$ cat config.mk
export PLATFORM = sky130hd
export DESIGN_NAME = frame_rect_filler_flat
export DESIGN_NICKNAME = d
export VERILOG_FILES = /design/src/rtl/frame_pkg.sv /design/src/rtl/frame_rect_filler_if.sv /design/src/rtl/frame_rect_filler_rect_clip.sv /design/src/rtl/frame_rect_filler.sv /design/src/flat_wrapper.sv
export SDC_FILE = /design/constraint.sdc
export NUM_CORES = 1
export LEC_CHECK = 0
export ABC_CLOCK_PERIOD_IN_PS = 14900
export CAP_MARGIN = 25
export CORE_MARGIN = 2
export CORE_UTILIZATION = 50
export CTS_CLUSTER_SIZE = 10
export DETAILED_ROUTE_END_ITERATION = 6
export PLACE_DENSITY = 0.73
export SLEW_MARGIN = 20
export SYNTH_ARGS = -nofsm -noshare
export SYNTH_HDL_FRONTEND = slang
export SYNTH_SLANG_ARGS = --single-unit
$ cat constraint.sdc
create_clock -name clk -period 14.9 [get_ports clk]
set_input_delay 2.235 -clock clk [delete_from_list [all_inputs] [get_ports clk]]
set_output_delay 2.235 -clock clk [all_outputs]
set_load 0.05 [all_outputs]
$ cat src/rtl/frame_pkg.sv
// Shared constants and FSM state encoding for the frame pixel sources.
package frame_pkg;

  localparam int unsigned VIRT_W      = 160;
  localparam int unsigned VIRT_H      = 120;
  localparam int unsigned ADDR_W      = 15;
  localparam int unsigned DATA_W      = 24;
  localparam int unsigned MEMORY_SIZE = 19200;

  // 8-bit encoding keeps state registers uniform with the other FSMs
  typedef enum logic [7:0] {
    ST_IDLE       = 8'd0,
    ST_WAIT_FRAME = 8'd1,
    ST_SETUP      = 8'd2,
    ST_FILL       = 8'd3,
    ST_DONE       = 8'd4
  } fill_state_e;

  // y*VIRT_W + x using shifts only: y*160 = (y<<7) + (y<<5)
  function automatic logic [ADDR_W-1:0] pixel_addr(input logic [6:0] y,
                                                   input logic [7:0] x);
    logic [ADDR_W-1:0] yw;
    yw = {8'b0, y};
    return (yw << 7) + (yw << 5) + {7'b0, x};
  endfunction

endpackage

$ cat src/rtl/frame_rect_filler_if.sv
// Request and frame-write port bundle for the rectangle filler.
interface frame_rect_filler_if;
  import frame_pkg::*;

  logic              start;
  logic              sync_frame;
  logic              frame_done;
  logic [7:0]        x0;
  logic [6:0]        y0;
  logic [7:0]        w;
  logic [6:0]        h;
  logic [DATA_W-1:0] color;
  logic              busy;
  logic              done;
  logic [ADDR_W-1:0] wr_addr;
  logic [DATA_W-1:0] wr_data;
  logic              wr_en;

  modport master (
    output start, sync_frame, frame_done, x0, y0, w, h, color,
    input  busy, done, wr_addr, wr_data, wr_en
  );

  modport slave (
    input  start, sync_frame, frame_done, x0, y0, w, h, color,
    output busy, done, wr_addr, wr_data, wr_en
  );

endinterface

$ cat src/rtl/frame_rect_filler_rect_clip.sv
// Clips a rectangle against the virtual frame; pure combinational.
module rect_clip
  import frame_pkg::*;
(
  input  logic [7:0] x0_i,
  input  logic [6:0] y0_i,
  input  logic [7:0] w_i,
  input  logic [6:0] h_i,
  output logic [7:0] w_eff_o,
  output logic [6:0] h_eff_o,
  output logic       empty_o
);

  logic [8:0] x_room;
  logic [8:0] y_room;
  logic       x_off;
  logic       y_off;

  // 9-bit room to the frame edge; it is zero or negative (bit 8) exactly
  // when the origin lies outside the frame
  always_comb begin
    x_room  = 9'(VIRT_W) - {1'b0, x0_i};
    y_room  = 9'(VIRT_H) - {2'b0, y0_i};
    x_off   = x_room[8] || (x_room == '0);
    y_off   = y_room[8] || (y_room == '0);
    empty_o = x_off || y_off || (w_i == '0) || (h_i == '0);
    w_eff_o = ({1'b0, w_i} < x_room) ? w_i : x_room[7:0];
    h_eff_o = ({2'b0, h_i} < y_room) ? h_i : y_room[6:0];
  end

endmodule

$ cat src/rtl/frame_rect_filler.sv
// Fills a clipped rectangle of the virtual frame with one colour,
// one write strobe per pixel in raster order.
module frame_rect_filler
  import frame_pkg::*;
(
  input  logic                clk,
  input  logic                rst,
  frame_rect_filler_if.slave  bus
);

  localparam logic [ADDR_W-1:0] ROW_STEP = ADDR_W'(VIRT_W);

  fill_state_e       state_q;
  logic [7:0]        x0_q;
  logic [6:0]        y0_q;
  logic [7:0]        w_q;
  logic [6:0]        h_q;
  logic [DATA_W-1:0] color_q;
  logic [7:0]        col_q;
  logic [6:0]        row_q;
  logic [ADDR_W-1:0] row_base_q;
  logic              busy_q;
  logic              done_q;
  logic              wr_en_q;
  logic [ADDR_W-1:0] wr_addr_q;
  logic [DATA_W-1:0] wr_data_q;

  logic [7:0]        w_eff;
  logic [6:0]        h_eff;
  logic              empty;
  logic              last_col;
  logic              last_row;
  logic [ADDR_W-1:0] base_d;

  rect_clip u_clip (
    .x0_i    (x0_q),
    .y0_i    (y0_q),
    .w_i     (w_q),
    .h_i     (h_q),
    .w_eff_o (w_eff),
    .h_eff_o (h_eff),
    .empty_o (empty)
  );

  // Position of the write currently on the port relative to the clipped size
  always_comb begin
    last_col = (col_q == w_eff - 8'd1);
    last_row = (row_q == h_eff - 7'd1);
    base_d   = pixel_addr(y0_q, x0_q);
  end

  // Request FSM with address counters; outputs are the registers themselves
  always_ff @(posedge clk or negedge rst) begin
    if (!rst) begin
      state_q    <= ST_IDLE;
      x0_q       <= '0;
      y0_q       <= '0;
      w_q        <= '0;
      h_q        <= '0;
      color_q    <= '0;
      col_q      <= '0;
      row_q      <= '0;
      row_base_q <= '0;
      busy_q     <= 1'b0;
      done_q     <= 1'b0;
      wr_en_q    <= 1'b0;
      wr_addr_q  <= '0;
      wr_data_q  <= '0;
    end else begin
      case (state_q)
        ST_IDLE: begin
          if (bus.start) begin
            x0_q    <= bus.x0;
            y0_q    <= bus.y0;
            w_q     <= bus.w;
            h_q     <= bus.h;
            color_q <= bus.color;
            busy_q  <= 1'b1;
            state_q <= bus.sync_frame ? ST_WAIT_FRAME : ST_SETUP;
          end
        end
        ST_WAIT_FRAME: begin
          if (bus.frame_done) state_q <= ST_SETUP;
        end
        ST_SETUP: begin
          if (empty) begin
            done_q  <= 1'b1;
            state_q <= ST_DONE;
          end else begin
            // first write goes straight onto the port here, so FILL only
            // has to decide what follows the pixel currently presented
            col_q      <= '0;
            row_q      <= '0;
            row_base_q <= base_d;
            wr_addr_q  <= base_d;
            wr_data_q  <= color_q;
            wr_en_q    <= 1'b1;
            state_q    <= ST_FILL;
          end
        end
        ST_FILL: begin
          if (last_col) begin
            if (last_row) begin
              wr_en_q <= 1'b0;
              done_q  <= 1'b1;
              state_q <= ST_DONE;
            end else begin
              col_q      <= '0;
              row_q      <= row_q + 7'd1;
              row_base_q <= row_base_q + ROW_STEP;
              wr_addr_q  <= row_base_q + ROW_STEP;
            end
          end else begin
            col_q     <= col_q + 8'd1;
            wr_addr_q <= wr_addr_q + ADDR_W'(1);
          end
        end
        ST_DONE: begin
          done_q  <= 1'b0;
          busy_q  <= 1'b0;
          state_q <= ST_IDLE;
        end
        default: state_q <= ST_IDLE;
      endcase
    end
  end

  assign bus.busy    = busy_q;
  assign bus.done    = done_q;
  assign bus.wr_en   = wr_en_q;
  assign bus.wr_addr = wr_addr_q;
  assign bus.wr_data = wr_data_q;

endmodule

$ cat src/flat_wrapper.sv
// flat-port wrapper written by rule: the top's interface ports become plain ports
module frame_rect_filler_flat import frame_pkg::*;
  (clk, rst, bus_start, bus_sync_frame, bus_frame_done, bus_x0, bus_y0, bus_w, bus_h, bus_color, bus_busy, bus_done, bus_wr_addr, bus_wr_data, bus_wr_en);
  frame_rect_filler_if bus_i ();
  input  logic clk;
  input  logic rst;
  input wire logic [$bits(bus_i.start)-1:0] bus_start;
  input wire logic [$bits(bus_i.sync_frame)-1:0] bus_sync_frame;
  input wire logic [$bits(bus_i.frame_done)-1:0] bus_frame_done;
  input wire logic [$bits(bus_i.x0)-1:0] bus_x0;
  input wire logic [$bits(bus_i.y0)-1:0] bus_y0;
  input wire logic [$bits(bus_i.w)-1:0] bus_w;
  input wire logic [$bits(bus_i.h)-1:0] bus_h;
  input wire logic [$bits(bus_i.color)-1:0] bus_color;
  output wire logic [$bits(bus_i.busy)-1:0] bus_busy;
  output wire logic [$bits(bus_i.done)-1:0] bus_done;
  output wire logic [$bits(bus_i.wr_addr)-1:0] bus_wr_addr;
  output wire logic [$bits(bus_i.wr_data)-1:0] bus_wr_data;
  output wire logic [$bits(bus_i.wr_en)-1:0] bus_wr_en;
  assign bus_i.start = bus_start;
  assign bus_i.sync_frame = bus_sync_frame;
  assign bus_i.frame_done = bus_frame_done;
  assign bus_i.x0 = bus_x0;
  assign bus_i.y0 = bus_y0;
  assign bus_i.w = bus_w;
  assign bus_i.h = bus_h;
  assign bus_i.color = bus_color;
  assign bus_busy = bus_i.busy;
  assign bus_done = bus_i.done;
  assign bus_wr_addr = bus_i.wr_addr;
  assign bus_wr_data = bus_i.wr_data;
  assign bus_wr_en = bus_i.wr_en;
  frame_rect_filler u_core (.clk(clk), .rst(rst), .bus(bus_i));
endmodule
==> results, run 1 <==
- The number of endpoints failing setup at the final stage is 0.
- The floorplan step defined a die boundary enclosing 16500 µm².
- The post-route netlist has 12.3% of its cells at a drive strength greater than 1.
- In the global route stage, overall resource usage came out at 24.5%.
- Detailed placement finished with a half-perimeter wire length of 13.4 mm.
- Counting along the longest clock path gives a buffer depth of 2.
- Max-cap violations in this run came to 0.
- The top cell types in the final layout, fill and taps aside, are nand2_1 (135), dfrtp_1 (129), clkdlybuf4s50_1 (99).
- The maximum clock frequency is 160 MHz.
- Summed over its instances, the top area cell type makes up 41.8% of the synthesized netlist area.
- At the end of routability-driven placement, the weighted congestion stood at 0.908.
- In the routed design, unresolved DRC markers number 0.
- Summing the areas of all compound-gate instances in the mapped netlist gives 16.2% of the synthesized area.
- The count of vias placed by the detailed router is 6509.
- The post-synthesis mux area share is 9.06%.
- The H-tree depth is 4.
- The clock buffer count from CTS is 17.
- After clock tree synthesis, the clock-pin slew on the worst setup and hold paths is 60 ps.
- Counting flops with a built-in enable in the synthesized netlist gives 0.
- The number of sinks handled by clock tree synthesis is 129.
- The net count of the finished layout is 998.
- The final setup skew is 8.86 ps.
- Summing the sequential cell areas from Yosys gives 41.8% of the chip area.
- In this run the tightest slew margin relative to its limit is 38.8%.
- The dominant register cell in the synthesized netlist is dfrtp_1.
- The mean post-synth cell area is 9.52 µm².
- The horizontal die dimension is 128 µm.
- The final routed wire length divided by cell count is 17.3 µm.
- The number of buffers added for setup after CTS is 0.
- The clock period minus worst slack is 6260 ps.
- Data on the critical path arrives at its endpoint at 6510 ps.
- The count of state elements after synthesis is 129.
- After Yosys synthesis, and, or, nand and nor cells account for 17.6% of the synthesized area.
- Summed over all layers, the global routing overflow is 0.
- The count of buffers inserted at the top-level ports is 100.
- The largest family of logic cells by synthesized area is simple AND/OR/NAND/NOR gates.
- The detailed router's first-iteration violation count is 561.
- The number of failing hold endpoints at the final stage is 0.
- During synthesis, Yosys emitted a total of 0 warnings.
- The post-cts sizing count is 0.
- Yosys attributes the largest share of cell area to dfrtp_1 (42%), mux2_2 (7.9%), nand2_1 (6.6%), ha_1 (5.3%), xnor2_1 (4.0%).
- The post-detailed-routing wire length is 19.1 mm.
- The critical-path maximum fanout is 18.
- The start-to-end type of the worst setup path is flop to flop.
- The pin count of the biggest net entering global routing is 68.
- The TritonCTS clock tree is done.
- For the final routed database, the setup TNS stands at 0 ps.
- Summing every instance area after synthesis gives 7720 µm².
- The later-pin clock latency in the skew report is 430 ps.
- The number of primary I/O pins is 101.
- STA classifies the critical path startpoint as a flop.
- The number of buffers added to fix hold violations after cts is 0.
- The synthesized netlist devotes 5.87% of its cell area to adder and majority cells.
- The largest total area in the synthesized netlist belongs to dfrtp_1.
- The initial antenna violation count is 0.
- Synthesis instantiated 69 different standard cells from the library.
- The root buffer cell is clkbuf_16.
- The category of the worst setup path capture point is a flop.
- In the synthesized netlist the async set-or-reset flop fraction comes to 100%.
- The worst hold path belongs to the class flop to flop.
- The number of antenna diodes in the final layout is 0.
- For the pin with the worst max-slew slack, the measured transition is 916 ps.
- After layout, the worst path uses 42.0% of the clock period.
- The initial utilization of the core area, before any placement, comes to 51.0%.
- The average vias per placed instance is 5.89.
- Of the total synthesized cell area, the portion taken by XOR and XNOR cells is 6.08%.
- From synthesis to final layout, the design area changed by 22.7%.
- Setup repair after global routing left no endpoint under its margin.
- The number of nets handed over by synthesis was 905.
- The die is 128 µm tall.
- In this run the remaining antenna-violating nets after routing total 0.
- The first-pass iteration count of the detailed router is 6.
- The most common cell after layout, fill and taps aside is nand2_1.
- The core region is 15100 µm².
- The number of placement rows is 45.
- The flow ran to the end, and the final reports show no timing, DRC or antenna violations.
- The endpoint required time on the critical path is 15160 ps.
- The global-route wire length before repair is 31.8 mm.
- The number of standard cells after synthesis is 811.
- The via count of the first global-routing pass is 6454.
- The total count of max-transition violations in the final report is 0.
[cells in the mapped netlist (all sizes together), types with 20 or more instances]
cell type,count
nand2,135
dfrtp,129
mux2,55
a21oi,46
nor2,43
xnor2,35
ha,33
o21ai,30
clkbuf,28
inv,28
nand3,20
[layout make-up]
class,count,area [µm²]
clock buffer,19,443
clock inverter,13,129
fill,1267,5670
inverter,28,105
multi-input combinational,618,4260
sequential,129,3230
tap,188,235
timing repair buffer,110,1080
[path summary, 6_finish.rpt]
check,start,end,slack (ps),cells past startpoint
setup / recovery,u_core.x0_q[2],u_core.row_base_q[12],8640,17
hold / removal,u_core.color_q[6],u_core.bus.wr_data[6],460,2
setup reg to reg,u_core.x0_q[2],u_core.row_base_q[12],8640,17
hold reg to reg,u_core.color_q[6],u_core.bus.wr_data[6],460,2
max in group asynchronous,rst,u_core.state_q[1],11650,2
min in group asynchronous,rst,u_core.w_q[4],1890,1
[through the flow]
stage / hold slack [ps] / std cells / cell area, µm² / setup WS, ps / util (%)
after detailed placement: 454 / 1073 / 8900 / 8750 / 58.8
after global routing: 482 / 1105 / 9480 / 8170 / 62.6
final: 462 / 1105 / 9480 / 8640 / 62.6
after CTS: 463 / 1105 / 9470 / 8710 / 62.5
after global placement: 445 / 1072 / 8890 / 8900 / 58.7
after floorplan: 435 / 811 / 7720 / 10210 / -
[critical path: stages, from the launching register on]
cell	delay [ps]
dfrtp_1	480
nor3_1	330
nand2_1	130
a21oi_1	190
xor2_1	200
inv_1	80
ha_1	300
and2_1	190
a31oi_1	430
a21oi_4	180
mux2i_1	290
ha_1	260
xor2_1	190
xnor2_1	110
or4b_1	840
o41ai_4	910
and2_0	790
a31oi_1	170
[registers in the layout, summed over array words and instances, names as in the netlist]
signal / count
u_core.state_q: 3
u_core.bus.wr_data: 24
u_core.color_q: 24
u_core.x0_q: 8
u_core.bus.wr_en: 1
u_core.bus.wr_addr: 15
u_core.row_base_q: 15
u_core.y0_q: 7
u_core.bus.busy: 1
u_core.row_q: 7
u_core.bus.done: 1
u_core.h_q: 7
u_core.w_q: 8
u_core.col_q: 8
[logic make-up (layout without fill, tap and decap cells)]
kind of cell | count (synthesis) | in the layout
flops | 129 | 129
buf+inv | 64 | 170
fa+ha+maj | 35 | 35
compound gates | 182 | 182
mux | 63 | 63
xor+xnor | 52 | 52
simple gates | 286 | 286
[metal layers]
metal	vias to the layer above	share of wire (%)	routed length, µm	global-route usage, %
li1	3097	-	-	-
met1	3159	43	8280	30.8
met2	214	48	9150	40.0
met3	39	6.2	1190	7.01
met4	0	2.8	535	9.57
met5	-	0	0	0
Power of run 1 is not shown: default switching activity piles up to over one toggle a cycle in this logic, so the estimate is an artifact.
==> inputs of run 2 (changes only) <==
--- a/config.mk
+++ b/config.mk
@@ -5,7 +5,7 @@
 export SDC_FILE = /design/constraint.sdc
 export NUM_CORES = 1
 export LEC_CHECK = 0
-export ABC_CLOCK_PERIOD_IN_PS = 14900
+export ABC_CLOCK_PERIOD_IN_PS = 5950
 export CAP_MARGIN = 25
 export CORE_MARGIN = 2
 export CORE_UTILIZATION = 50
==> constraint.sdc (replaced) <==
create_clock -name clk -period 5.95 [get_ports clk]
set_input_delay 0.8925 -clock clk [delete_from_list [all_inputs] [get_ports clk]]
set_output_delay 0.8925 -clock clk [all_outputs]
set_load 0.05 [all_outputs]
==> run 2 against run 1 <==
  * Sequential share of layout area is 0.36 points lower
  * Setup slack worse by 8100 ps
  * Critical path type unchanged
  * First-iteration DRC count is 15% lower
  * Core utilization is 0.67 points higher
  * Clock-buffer cell count stayed put
  * Die area stayed put
  * Critical path depth is 3 higher
  * Global-route usage is 0.34 points higher
  * Non-clock buffer count is 7 higher
  * Via count is 0.11% lower
==> results, run 2 (synthesis gave the netlist of run 1 again) <==
- The run finished with clean final reports.
- The end point of the critical path is u_core.row_base_q[7].
- The region available for standard cell placement spans 15100 µm².
- The first-pass iteration count of the detailed router is 5.
- The via count of the first global-routing pass is 6504.
- The pin count of the biggest net entering global routing is 78.
- STA classifies the critical path startpoint as a flop.
- The tree is rooted in a clkbuf_16.
- Dividing the detail-routed wire length by the instance count gives 17.3 µm.
- The largest single stage delay on the critical path is 790 ps.
- The buffers plus inverters on the worst setup path is 3.
- The floorplan step defined a die boundary enclosing 16500 µm².
- Counting every sink on the clock net gives 129.
- The first global-routing pass estimated 32.2 mm of wire.
- In the routed design, unresolved DRC markers number 0.
- The most numerous cell type found on the critical path is ha_1.
- TritonCTS built the clock tree.
- Setup violations remaining at the end of the flow were counted as 0.
- The total count of max-transition violations in the final report is 0.
- In this run the number of H-tree levels came out at 4.
- Setup repair after global routing left no endpoint under its margin.
- The worst hold path begins at u_core.color_q[16].
- Along the worst path, the maximum fanout reaches 10.
- The final-layout setup total negative slack is 0 ps.
- The category of cells accounting for the largest share of critical-path delay is compound AO/OA/AOI/OAI gates.
- The register-to-register setup slack is 510 ps.
- The average vias per placed instance is 5.85.
- The clock buffer count from CTS is 17.
- The path class of the tightest hold or removal check is flop to flop.
- The library cell used most frequently in the layout, excluding fill and tap cells, is nand2_1.
- The end of the worst register-to-register path is u_core.row_base_q[7].
- The sum of net half-perimeters after detailed placement is 13.5 mm.
- The startpoint of the most critical setup path is u_core.x0_q[0].
- 101 I/O pins were placed.
- The worst hold slack across all endpoints is 461 ps.
- The number of failing hold endpoints at the final stage is 0.
- The diode insertion count for antenna repair is 0.
- The worst setup path is captured at a flop.
- The die extent in y is 128 µm.
- The initial antenna violation count is 0.
- The number of placement rows is 45.
- The critical path data arrival time is 5750 ps.
- The count of vias placed by the detailed router is 6502.
- The fraction of layout instances using a drive strength above 1 is 12.9%.
- The final critical path takes up 91.4% of the cycle.
- The layout-stage area growth over the synthesis result is 24.0%.
- The later-pin clock latency in the skew report is 430 ps.
- The number of buffers added for setup after CTS is 0.
- The post-detailed-routing wire length is 19.2 mm.
- The placer congestion estimate is 0.878.
- Across every metal layer, demand over resource in global routing totals 24.8%.
- Summing all placed instances gives a cell area of 8940 µm².
- In this run the number of cells on the critical path is 20.
- The worst path in the final design needs a cycle of 5440 ps, including I/O delays and setup.
- The startpoint of the worst register-to-register path is u_core.x0_q[0].
- For the pin with the worst max-slew slack, the measured transition is 935 ps.
- For this run, the post-layout net count is 1005.
- The worst-case reg-to-reg path depth is 20.
- The clock input transition at the sequential cells of the worst setup and hold paths is 60 ps.
- The longest clock path from root to sink contains 2 buffers.
- Summed over all layers, the global routing overflow is 0.
- The initial core utilization is 51.0%.
- The count of buffers inserted at the top-level ports is 100.
- The area of all placed cells without fillers is 9580 µm².
- Buffers inserted to repair hold after CTS numbered 0.
- The final setup skew is 8.84 ps.
- The number of nets with antenna violations after detailed routing is 0.
- The detailed router's first-iteration violation count is 478.
- The maximum clock frequency is 184 MHz.
- After detailed placement, the design holds a cell count of 1079.
- Walking the worst path, the cells encountered are inv_1 > ha_1 > nand2b_1 > nor2_1 > xnor2_1 > inv_1 > ha_1 > a21oi_1 > nor2b_1 > o32ai_2 > a21oi_4 > mux2i_1 > ha_1 > xor2_1 > xnor2_1 > or4b_1 > o41ai_4 > buf_4 > nand2_1 > a22o_1.
- Excluding fillers, the count of instances in the completed layout stands at 1112.
- The largest individual stage delay along the critical path comes from the cell or4b_1.
- The endpoint required time on the critical path is 6260 ps.
- The horizontal die dimension is 128 µm.
- The worst pin sits at a relative slew slack of 37.6%.
- The post-cts sizing count is 0.
- The reported max-cap violation count is 0.
- The worst setup path is of the flop to flop kind.
- In the layout the commonest cells are nand2_1 (135), dfrtp_1 (129), clkdlybuf4s50_1 (99).
## run 2: cell type report
class / instances / area, µm²
clock inverter: 13 / 174
multi-input combinational: 618 / 4250
clock buffer: 19 / 443
sequential: 129 / 3230
inverter: 28 / 105
tap: 188 / 235
fill: 1267 / 5570
timing repair buffer: 117 / 1140
## run 2: worst min path at each step
stage	end	slack (ps)	depth (start not counted)
after floorplan	u_core.bus.wr_data[0]	430	2
final	u_core.bus.wr_data[16]	460	2
after CTS	u_core.bus.wr_data[22]	470	2
after detailed placement	u_core.bus.wr_data[23]	450	2
after global routing	u_core.bus.wr_data[14]	490	2
after global placement	u_core.bus.wr_data[12]	450	2
## run 2: tightest hold or removal path, stage by stage, from the launching register on
cell and delay [ps]:
dfrtp_1 340, nand2_1 50, nand2_1 40
## run 2: routing by layer
| metal | wire (µm) | track usage [%] |
|---|---|---|
| met3 | 1340 | 7.60 |
| met1 | 8310 | 31.1 |
| met2 | 9150 | 40.7 |
| met5 | 0 | 0 |
| met4 | 452 | 8.92 |
## run 2: through the flow
step	setup slack (ps)	utilization, %
2_1_floorplan	1260	-
3_3_place_gp	636	59.0
3_5_place_dp	514	59.0
4_1_cts	525	63.1
5_1_grt	13.3	63.2
6_report	511	63.2
Power of run 2 is left out for the same reason.
==> inputs of run 3 (changes only) <==
--- a/config.mk
+++ b/config.mk
@@ -8,10 +8,9 @@
 export ABC_CLOCK_PERIOD_IN_PS = 5950
 export CAP_MARGIN = 25
 export CORE_MARGIN = 2
-export CORE_UTILIZATION = 50
+export CORE_UTILIZATION = 33
 export CTS_CLUSTER_SIZE = 10
 export DETAILED_ROUTE_END_ITERATION = 6
-export PLACE_DENSITY = 0.73
 export SLEW_MARGIN = 20
 export SYNTH_ARGS = -nofsm -noshare
 export SYNTH_HDL_FRONTEND = slang
==> run 3 against run 2 <==
  * Critical path depth did not move
  * Clock-buffer cell count fell by 2
  * Setup slack improved by 94 ps
  * Worst hold slack improved by 2.8 ps
  * Final cell count rose by 11%
  * Flip-flop and latch count did not move
  * First-iteration DRC count fell by 31%
  * Wire length rose by 7.8%
  * Die area rose by 50%
  * Core utilization fell by 21 points
==> results, run 3 (synthesis gave the netlist of run 1 again) <==
- The final routed wire length divided by cell count is 16.8 µm.
- The post-detailed-routing wire length is 20.8 mm.
- The worst setup path is captured at a flop.
- The number of nets with antenna violations after detailed routing is 0.
- The number of failing hold endpoints at the final stage came to 0.
- The most common cell after layout, fill and taps aside is nand2_1.
- The diode insertion count for antenna repair is 0.
- After floorplanning, the core was sized to cover 22800 µm².
- TritonCTS built the clock tree.
- The initialized floorplan defines 55 standard-cell rows.
- The buffers plus inverters on the worst setup path is 3.
- Setup repair after global routing left no endpoint under its margin.
- After layout, the minimum clock period comes to 5350 ps.
- The via count of the first global-routing pass is 6617.
- The final-layout setup total negative slack is 0 ps.
- The count of buffers inserted at the top-level ports is 100.
- The HPWL after detailed placement is 14.4 mm.
- The number of endpoints failing setup at the final stage is 0.
- The number of primary I/O pins is 101.
- The global route total overflow is 0.
- The horizontal die dimension is 157 µm.
- The biggest cell delay along the critical path is 690 ps.
- The final net count is 1003.
- At the worst endpoint, the arrival time is 5630 ps.
- The area growth from synthesis to layout is 25.6%.
- The endpoint required time on the critical path is 6230 ps.
- Cells with a size suffix above 1 make up 12.9% of the layout.
- The die covers 24600 µm².
- The later-pin clock latency in the skew report is 420 ps.
- In the global route stage, overall resource usage came out at 17.7%.
- Once the floorplan was initialized, standard cells occupied 33.9% of the core.
- The global-route wire length before repair is 34.5 mm.
- Timing would allow up to 187 MHz.
- After clock tree synthesis, the clock-pin slew on the worst setup and hold paths is 60 ps.
- Walking the worst path, the cells encountered are inv_1 > ha_1 > nand2b_1 > nor2_1 > xnor2_1 > inv_1 > ha_1 > a21oi_1 > nor2b_1 > o32ai_2 > a21oi_4 > mux2i_1 > ha_1 > xor2_1 > xnor2_1 > or4b_1 > o41ai_4 > and2_0 > buf_4 > a31oi_1.
- On the final layout, the worst clock skew is 13.1 ps.
- In the layout the commonest cells are nand2_1 (135), dfrtp_1 (129), clkdlybuf4s50_1 (99).
- Entering global routing, the biggest net connects 87 pins.
- The root buffer cell is clkbuf_16.
- The clock buffer count from CTS is 17.
- The average vias per placed instance is 5.28.
- The initial antenna violation count is 0.
- The reported max-cap violation count is 0.
- In the routed design, unresolved DRC markers number 0.
- The area of all placed cells without fillers is 9700 µm².
- The tree built by TritonCTS fans out to 129 sinks.
- The detailed router's first-iteration violation count is 331.
- CTS built an H-tree with a depth of 4.
- The critical-path maximum fanout is 14.
- The min-delay analysis places its worst path in the category flop to flop.
- The category of cells accounting for the largest share of critical-path delay is compound AO/OA/AOI/OAI gates.
- The start-to-end type of the worst setup path is flop to flop.
- The pre-antenna-repair detailed-routing pass consisted of 5 iterations.
- The most common cell type on the critical path is ha_1.
- In this run the deepest clock path goes through 2 buffers.
- The congestion estimate from routability-driven global placement came to 0.885.
- The die extent in y is 157 µm.
- Dividing the final minimum period by the clock period gives 89.8%.
- The area of placed instances is 9090 µm².
- The total count of max-transition violations in the final report came to 0.
- The count of vias placed by the detailed router is 6516.
- The run finished with clean final reports.
- The library cell contributing the largest single delay on the critical path is or4b_1.
- In this run the tightest slew margin relative to its limit is 40.4%.
- The slew at the pin closest to its max-slew limit is 892 ps.
- The critical path launch point type is a flop.
-- run 3: area by class of cell --
type                            instances  area [µm²]
Fill cell                            2206       13100
Multi-Input combinational cell        618        4260
Sequential cell                       129        3230
Timing Repair Buffer                  115        1110
Clock buffer                           17         425
Tap cell                              313         392
Clock inverter                         15         171
Inverter                               28         105
-- run 3: worst reg2reg max path: stages (launching register included) --
cell and delay [ps]:
dfrtp_1 410, inv_1 160, ha_1 270, nand2b_1 110
nor2_1 60, xnor2_1 340, inv_1 140, ha_1 310
a21oi_1 130, nor2b_1 70, o32ai_2 390, a21oi_4 180
mux2i_1 290, ha_1 270, xor2_1 190, xnor2_1 100
or4b_1 690, o41ai_4 510, and2_0 240, buf_4 230
a31oi_1 130
-- run 3: final timing paths --
kind                            slack [ps]         startpoint  cells after the start                     to
worst max-delay path                   600     u_core.x0_q[0]                     20  u_core.row_base_q[14]
worst min-delay path                   460  u_core.color_q[6]                      2  u_core.bus.wr_data[6]
worst max register to register         600     u_core.x0_q[0]                     20  u_core.row_base_q[14]
worst min register to register         460  u_core.color_q[6]                      2  u_core.bus.wr_data[6]
max in group asynchronous             4260                rst                      2        u_core.col_q[6]
min in group asynchronous              550                rst                      1          u_core.w_q[5]
-- run 3: timing repair --
action / CTS / global route
buffers inserted: 0 / 0
gates resized for setup: 0 / 1
endpoints found under the setup margin: 0 / 15
hold buffers: 0 / 0
-- run 3: metrics by stage --
step	setup slack (ps)	util [%]	instances	hold WS, ps
floorplan	1260	-	811	435
global placement	605	39.9	1203	445
detailed placement	555	39.9	1203	453
CTS	543	42.5	1235	468
global route	1.46	42.6	1235	487
finish	605	42.6	1235	463
-- run 3: metal layers --
| metal | up-vias | share of wire [%] | global-route usage (%) |
|---|---|---|---|
| met3 | 30 | 6.8 | 5.95 |
| met4 | 0 | 2.0 | 5.59 |
| li1 | 3110 | - | - |
| met1 | 3183 | 45 | 22.4 |
| met5 | - | 0 | 0 |
| met2 | 193 | 47 | 28.7 |
Power of run 3 is left out for the same reason.
